File: config.mk
export PLATFORM = sky130hd
export DESIGN_NAME = midi_msg_tx
export DESIGN_NICKNAME = d
export VERILOG_FILES = /design/src/rtl/midi_pkg.sv /design/src/rtl/midi_uart_tx.sv /design/src/rtl/midi_msg_tx.sv
export SDC_FILE = /design/constraint.sdc
export NUM_CORES = 1
export LEC_CHECK = 0
export ABC_AREA = 1
export ABC_CLOCK_PERIOD_IN_PS = 1700
export BUFFER_PORTS_ARGS = -buffer_cell sky130_fd_sc_hd__buf_2
export CORE_ASPECT_RATIO = 1.1
export CORE_MARGIN = 3
export CORE_UTILIZATION = 51
export DETAILED_ROUTE_END_ITERATION = 16
export GPL_ROUTABILITY_DRIVEN = 0
export GPL_TIMING_DRIVEN = 1
export PLACE_DENSITY = 0.75
export SYNTH_ARGS = -nofsm -noshare
export SYNTH_HDL_FRONTEND = slang
export SYNTH_SLANG_ARGS = --single-unit
File: constraint.sdc
create_clock -name Clk -period 1.7 [get_ports Clk]
set_clock_uncertainty 0.15 [all_clocks]
set_input_delay 0.51 -clock Clk [delete_from_list [all_inputs] [get_ports Clk]]
set_output_delay 0.51 -clock Clk [all_outputs]
set_load 0.05 [all_outputs]
File: src/rtl/midi_pkg.sv
// Shared MIDI transmit definitions: baud constants, status nibbles, top FSM states
// and the message classification helpers used at request acceptance.
package midi_pkg;

  localparam int MIDI_BAUD            = 31250;
  localparam int CLK_FREQ             = 50_000_000;
  localparam int DEFAULT_CLKS_PER_BIT = CLK_FREQ / MIDI_BAUD;

  localparam logic [3:0] NOTE_OFF  = 4'h8;
  localparam logic [3:0] NOTE_ON   = 4'h9;
  localparam logic [3:0] PROG_CHG  = 4'hC;
  localparam logic [3:0] CHAN_PRES = 4'hD;

  localparam int BITS_PER_FRAME = 10;

  typedef enum logic [1:0] {
    ST_IDLE = 2'd0,
    ST_SEND = 2'd1,
    ST_DONE = 2'd2
  } tx_state_e;

  // Program change and channel pressure carry a single data byte.
  function automatic logic is_two_byte(input logic [7:0] status);
    return (status[7:4] == PROG_CHG) || (status[7:4] == CHAN_PRES);
  endfunction

  // Status must have bit7 set; every data byte that is actually sent must not.
  function automatic logic msg_valid(input logic [23:0] msg);
    return msg[23] && !msg[15] && (is_two_byte(msg[23:16]) || !msg[7]);
  endfunction

endpackage

File: src/rtl/midi_uart_tx.sv
// Single-byte 8N1 serialiser. done_o is raised in the final stop-bit cycle so a
// start_i in that same cycle chains the next frame without an idle gap.
module midi_uart_tx
  import midi_pkg::*;
#(
  parameter int CLKS_PER_BIT = DEFAULT_CLKS_PER_BIT
) (
  input  logic       clk_i,
  input  logic       rst_ni,
  input  logic       start_i,
  input  logic [7:0] byte_i,
  output logic       busy_o,
  output logic       done_o,
  output logic       tx_o
);

  localparam int CW = $clog2(CLKS_PER_BIT);
  localparam logic [CW-1:0] CNT_MAX  = CW'(CLKS_PER_BIT - 1);
  localparam logic [3:0]    LAST_BIT = 4'(BITS_PER_FRAME - 1);

  logic [CW-1:0] cnt_q, cnt_d;
  logic [3:0]    bit_q, bit_d;
  logic [8:0]    shift_q, shift_d;
  logic          busy_q, busy_d;
  logic          tx_q, tx_d;
  logic          bit_end;
  logic          frame_end;

  assign bit_end   = (cnt_q == CNT_MAX);
  assign frame_end = busy_q && bit_end && (bit_q == LAST_BIT);

  always_comb begin
    cnt_d   = cnt_q;
    bit_d   = bit_q;
    shift_d = shift_q;
    busy_d  = busy_q;
    tx_d    = tx_q;
    if (!busy_q || frame_end) begin
      if (start_i) begin
        busy_d  = 1'b1;
        tx_d    = 1'b0;
        shift_d = {1'b1, byte_i};
        cnt_d   = '0;
        bit_d   = 4'd0;
      end else begin
        busy_d = 1'b0;
        tx_d   = 1'b1;
        cnt_d  = '0;
        bit_d  = 4'd0;
      end
    end else if (bit_end) begin
      // Shift register holds data LSB-first with the stop bit parked above it.
      cnt_d   = '0;
      bit_d   = bit_q + 4'd1;
      tx_d    = shift_q[0];
      shift_d = {1'b1, shift_q[8:1]};
    end else begin
      cnt_d = cnt_q + CW'(1);
    end
  end

  always_ff @(posedge clk_i) begin
    if (!rst_ni) begin
      cnt_q   <= '0;
      bit_q   <= 4'd0;
      shift_q <= '1;
      busy_q  <= 1'b0;
      tx_q    <= 1'b1;
    end else begin
      cnt_q   <= cnt_d;
      bit_q   <= bit_d;
      shift_q <= shift_d;
      busy_q  <= busy_d;
      tx_q    <= tx_d;
    end
  end

  assign busy_o = busy_q;
  assign done_o = frame_end;
  assign tx_o   = tx_q;

endmodule

File: src/rtl/midi_msg_tx.sv
// MIDI channel-message transmitter: validates a 24-bit message, then feeds its
// 2 or 3 bytes back-to-back into the 8N1 serialiser.
module midi_msg_tx
  import midi_pkg::*;
#(
  parameter int CLKS_PER_BIT = DEFAULT_CLKS_PER_BIT
) (
  input  logic        Clk,
  input  logic        Rst_n,
  input  logic [23:0] TxData,
  input  logic        TxStart,
  output logic        TxBusy,
  output logic        TxDone,
  output logic        TxError,
  output logic        Tx
);

  tx_state_e   state_q, state_d;
  logic [15:0] data_q, data_d;
  logic [1:0]  byte_cnt_q, byte_cnt_d;
  logic [1:0]  byte_idx_q, byte_idx_d;
  logic        err_q, err_d;

  logic        uart_start;
  logic [7:0]  uart_byte;
  logic        uart_busy;
  logic        uart_done;
  logic        req_ok;

  assign req_ok = msg_valid(TxData);

  always_comb begin
    state_d    = state_q;
    data_d     = data_q;
    byte_cnt_d = byte_cnt_q;
    byte_idx_d = byte_idx_q;
    err_d      = 1'b0;
    uart_start = 1'b0;
    uart_byte  = TxData[23:16];
    unique case (state_q)
      ST_IDLE: begin
        if (TxStart && !uart_busy) begin
          if (req_ok) begin
            uart_start = 1'b1;
            data_d     = TxData[15:0];
            byte_cnt_d = is_two_byte(TxData[23:16]) ? 2'd2 : 2'd3;
            byte_idx_d = 2'd1;
            state_d    = ST_SEND;
          end else begin
            err_d = 1'b1;
          end
        end
      end
      ST_SEND: begin
        // byte_idx_q counts bytes already handed to the serialiser.
        if (uart_done) begin
          if (byte_idx_q == byte_cnt_q) begin
            state_d = ST_DONE;
          end else begin
            uart_start = 1'b1;
            uart_byte  = (byte_idx_q == 2'd1) ? data_q[15:8] : data_q[7:0];
            byte_idx_d = byte_idx_q + 2'd1;
          end
        end
      end
      ST_DONE: state_d = ST_IDLE;
      default: state_d = ST_IDLE;
    endcase
  end

  always_ff @(posedge Clk) begin
    if (!Rst_n) begin
      state_q    <= ST_IDLE;
      data_q     <= '0;
      byte_cnt_q <= 2'd0;
      byte_idx_q <= 2'd0;
      err_q      <= 1'b0;
    end else begin
      state_q    <= state_d;
      data_q     <= data_d;
      byte_cnt_q <= byte_cnt_d;
      byte_idx_q <= byte_idx_d;
      err_q      <= err_d;
    end
  end

  midi_uart_tx #(
    .CLKS_PER_BIT(CLKS_PER_BIT)
  ) u_uart (
    .clk_i  (Clk),
    .rst_ni (Rst_n),
    .start_i(uart_start),
    .byte_i (uart_byte),
    .busy_o (uart_busy),
    .done_o (uart_done),
    .tx_o   (Tx)
  );

  assign TxBusy  = (state_q == ST_SEND);
  assign TxDone  = (state_q == ST_DONE);
  assign TxError = err_q;

endmodule

==> key figures <==
Timing
  • Hold Worst Slack: 0.2937 ns
  • Fraction of the cycle the final worst path needs: 0.9962
  • Max-slew violation count: 0
  • Worst relative slew slack: 0.8086
  • RSZ-0062 raised after global routing: yes
  • Endpoints failing setup: 0
  • Time the final worst path needs with I/O delays and setup: 1.693 ns
  • Number of failing hold endpoints at the final stage: 0
  • Tightest Pin Transition: approximately 0.29 ns
  • Max Freq: 590.5 MHz

Synthesis
  • Proportion of synthesized chip area in sequential cells: 0.4010
  • Synthesized netlist cell count: 345
  • Number of enable-type register cells in the synthesized netlist: 0
  • Register bit count reported by yosys: 48
  • Area fraction of the dominant cell type after synthesis: 0.4010
  • Distinct cell type count of the synthesized netlist: 29
  • Synthesized area per cell: 6.945 um2
  • Yosys Warn Count: 0
  • Number of nets in the synthesized netlist: 376
  • Main area contributors after synthesis: sky130_fd_sc_hd__dfxtp_1, sky130_fd_sc_hd__nand2_1, sky130_fd_sc_hd__inv_1
  • Fraction of synthesis flops using an asynchronous set or reset pin: 0
  • Netlist area before placement: approximately 2400 um2
  • Commonest register cell after synthesis: sky130_fd_sc_hd__dfxtp_1
  • Dominant cell type by area after synthesis: sky130_fd_sc_hd__dfxtp_1

Cells and area
  • Number of nets in the layout: 434
  • Most frequent standard cell in the layout excluding fill and tap cells: sky130_fd_sc_hd__nand2_1
  • Ratio of cells with drive above 1 in the final layout: 0.2673
  • Antenna Cells: 0
  • Final Instance Area: 3052 um2
  • Layout area overhead: 27.36%
  • Highest-count cells in the layout ignoring fill and taps: sky130_fd_sc_hd__nand2_1, sky130_fd_sc_hd__dfxtp_1, sky130_fd_sc_hd__inv_1, sky130_fd_sc_hd__buf_4, sky130_fd_sc_hd__a21oi_1

Clock network
  • Level count of the clock H-tree: 2
  • Post-cts hold buffer count: 0
  • CTS buffer count: 5
  • Clock Latency Late Sink: 0.31 ns
  • Sinks on the clock net: 48
  • CTS tree: built
  • Clock transition at the registers of the reported paths: 0.09 ns
  • CTS root buffer: sky130_fd_sc_hd__clkbuf_8
  • Clock Path Buffers: 2

Power
  • Power per unit of standard cell area: around 700 nW/um2
  • Pleak: 1.344 nW
  • Peak supply drop: ~0.61 mV

Placed design
  • Count of buffers from port buffering: 30
  • DPL Wire Length: 3875 um
  • Placed cell area: 2819 um2

Drt
  • First DRT Iteration DRCs: 108
  • Via Count: ~2300
  • Remaining DRCs: 0
  • WL per Instance: 11.67 um
  • First-pass iteration count of the detailed router: 4
  • Drt via density: 4.963
  • Final Routed Wirelength: roughly 5300 um
  • Detail Route Antenna Nets: 0

Critical path
  • Required time reported for the critical path endpoint: 1.81 ns
  • Arrival time of data at the critical path endpoint: 1.80 ns
  • Worst setup path category: reg -> reg
  • Highest fanout seen on the critical path: 5
  • Critical Path End Type: flip-flop
  • Crit path launch type: flip-flop

Floorplan
  • Floorplan row count: 25
  • Width of the die: 71.36 um
  • Die Height: 77.89 um
  • Boundary pin count: 31
  • Floorplan Core Area: approximately 4400 um2
  • Die area: 5558 um2
  • Starting density of the core: 0.5433

Global routing
  • Number of antenna violations at the first check in global routing: 0
  • Vias in the first global route: 2192
  • Maximum number of pins on one net before global-route repair: 29
  • Total Routing Usage GR: 0.2055
  • Global-route wire length before repair: 9273 um
  • Leftover overflow at the end of global routing: 0

Flow run
  • Reported max-cap violation count: 0

Min path
  • Hold/Removal Path Class: in -> reg

Run status
  • Outcome: completed
==> worst max-delay path, cell delays in order, from the launching register on <==
cell,delay (ns)
sky130_fd_sc_hd__dfxtp_2,0.36
sky130_fd_sc_hd__ha_4,0.15
sky130_fd_sc_hd__nand3_4,0.07
sky130_fd_sc_hd__nor2_4,0.13
sky130_fd_sc_hd__nand3_4,0.13
sky130_fd_sc_hd__buf_12,0.16
sky130_fd_sc_hd__buf_4,0.13
sky130_fd_sc_hd__o21bai_1,0.11
sky130_fd_sc_hd__nand2_1,0.09
sky130_fd_sc_hd__nand2_1,0.06
sky130_fd_sc_hd__nand2_1,0.05
sky130_fd_sc_hd__nand2_1,0.05
==> metal layers <==
layer,part of all wire,track usage,up-vias
li1,-,-,1206
met1,0.43,0.2374,1011
met2,0.51,0.3667,45
met3,0.039,0.03886,11
met4,0.022,0.08083,0
met5,0,0,-
==> logic make-up (layout without fill, tap and decap cells) <==
family / after synthesis / count (layout) / synth area share
and+or+nand+nor: 167 / 167 / 0.3081
xor gates and xnor gates: 7 / 7 / 0.02559
buffers and inverters: 58 / 117 / 0.1065
DFF: 48 / 48 / 0.4010
adders and majority gates: 4 / 4 / 0.02089
AOI/OAI and AO/OA: 61 / 61 / 0.1379
==> registers in the layout (all words and copies together), names as in the netlist <==
signal	cells
byte_cnt_q	2
u_uart.shift_q	8
byte_idx_q	2
u_uart.bit_q	4
u_uart.cnt_q	11
u_uart.busy_o	1
state_q	2
u_uart.tx_o	1
data_q	16
TxError	1
==> synth_stat cells (2+ instances only) <==
master	count
sky130_fd_sc_hd__nand3_1	20
sky130_fd_sc_hd__nor2_1	31
sky130_fd_sc_hd__ha_1	4
sky130_fd_sc_hd__nand2_2	3
sky130_fd_sc_hd__nor2_2	2
sky130_fd_sc_hd__buf_2	6
sky130_fd_sc_hd__o21ai_0	20
sky130_fd_sc_hd__nor3_1	6
sky130_fd_sc_hd__nand4_1	3
sky130_fd_sc_hd__inv_1	43
sky130_fd_sc_hd__o21bai_1	7
sky130_fd_sc_hd__nand2_1	95
sky130_fd_sc_hd__dfxtp_1	48
sky130_fd_sc_hd__a21oi_1	31
sky130_fd_sc_hd__clkbuf_1	4
sky130_fd_sc_hd__xor2_1	5
sky130_fd_sc_hd__xnor2_1	2
sky130_fd_sc_hd__buf_6	4
==> per-stage QoR <==
stage                TNS, ns  utilization  power, mW  setup WS [ns]  cells
global route         -0.7709       0.6919      2.306        -0.1051    458
finish                     0       0.6919      2.200       0.006536    458
CTS                 -0.09156       0.6760      2.206       -0.03177    458
global placement      -1.149       0.6391      1.496        -0.1243    447
detailed placement    -1.989       0.6391      1.503        -0.1516    447
floorplan                  0            -      1.406        0.03570    345
==> worst paths after layout <==
kind / startpoint / to / slack (ns) / cells past startpoint
worst min register to register: data_q[15] / data_q[15] / 0.29 / 2
worst min-delay path: TxData[1] / data_q[1] / 0.29 / 3
worst max-delay path: u_uart.cnt_q[0] / u_uart.shift_q[2] / 0.007 / 11
worst max register to register: u_uart.cnt_q[0] / u_uart.shift_q[2] / 0.007 / 11
==> report_power, final <==
part / total [mW] / switching (mW) / internal [mW]
sequential: 1.19 / 0.0244 / 1.17
combinational: 0.311 / 0.181 / 0.130
clock: 0.700 / 0.405 / 0.295
==> what timing repair did <==
item / in CTS / in global routing
gates resized for setup: 18 / 19
pin swaps: 7 / 8
buffers inserted: 3 / 0
cloned: 0 / 0
endpoints found under the setup margin: 23 / 26
==> area by class of cell <==
class                           count  area [um2]
Clock inverter                      3       22.52
Timing Repair Buffer               65       457.9
Fill cell                         360        1359
Inverter                           44       171.4
Sequential cell                    48       970.9
Multi-Input combinational cell    239        1292
Clock buffer                        5       68.82
Tap cell                           54       67.56
Power figures use the tool's default switching activity.
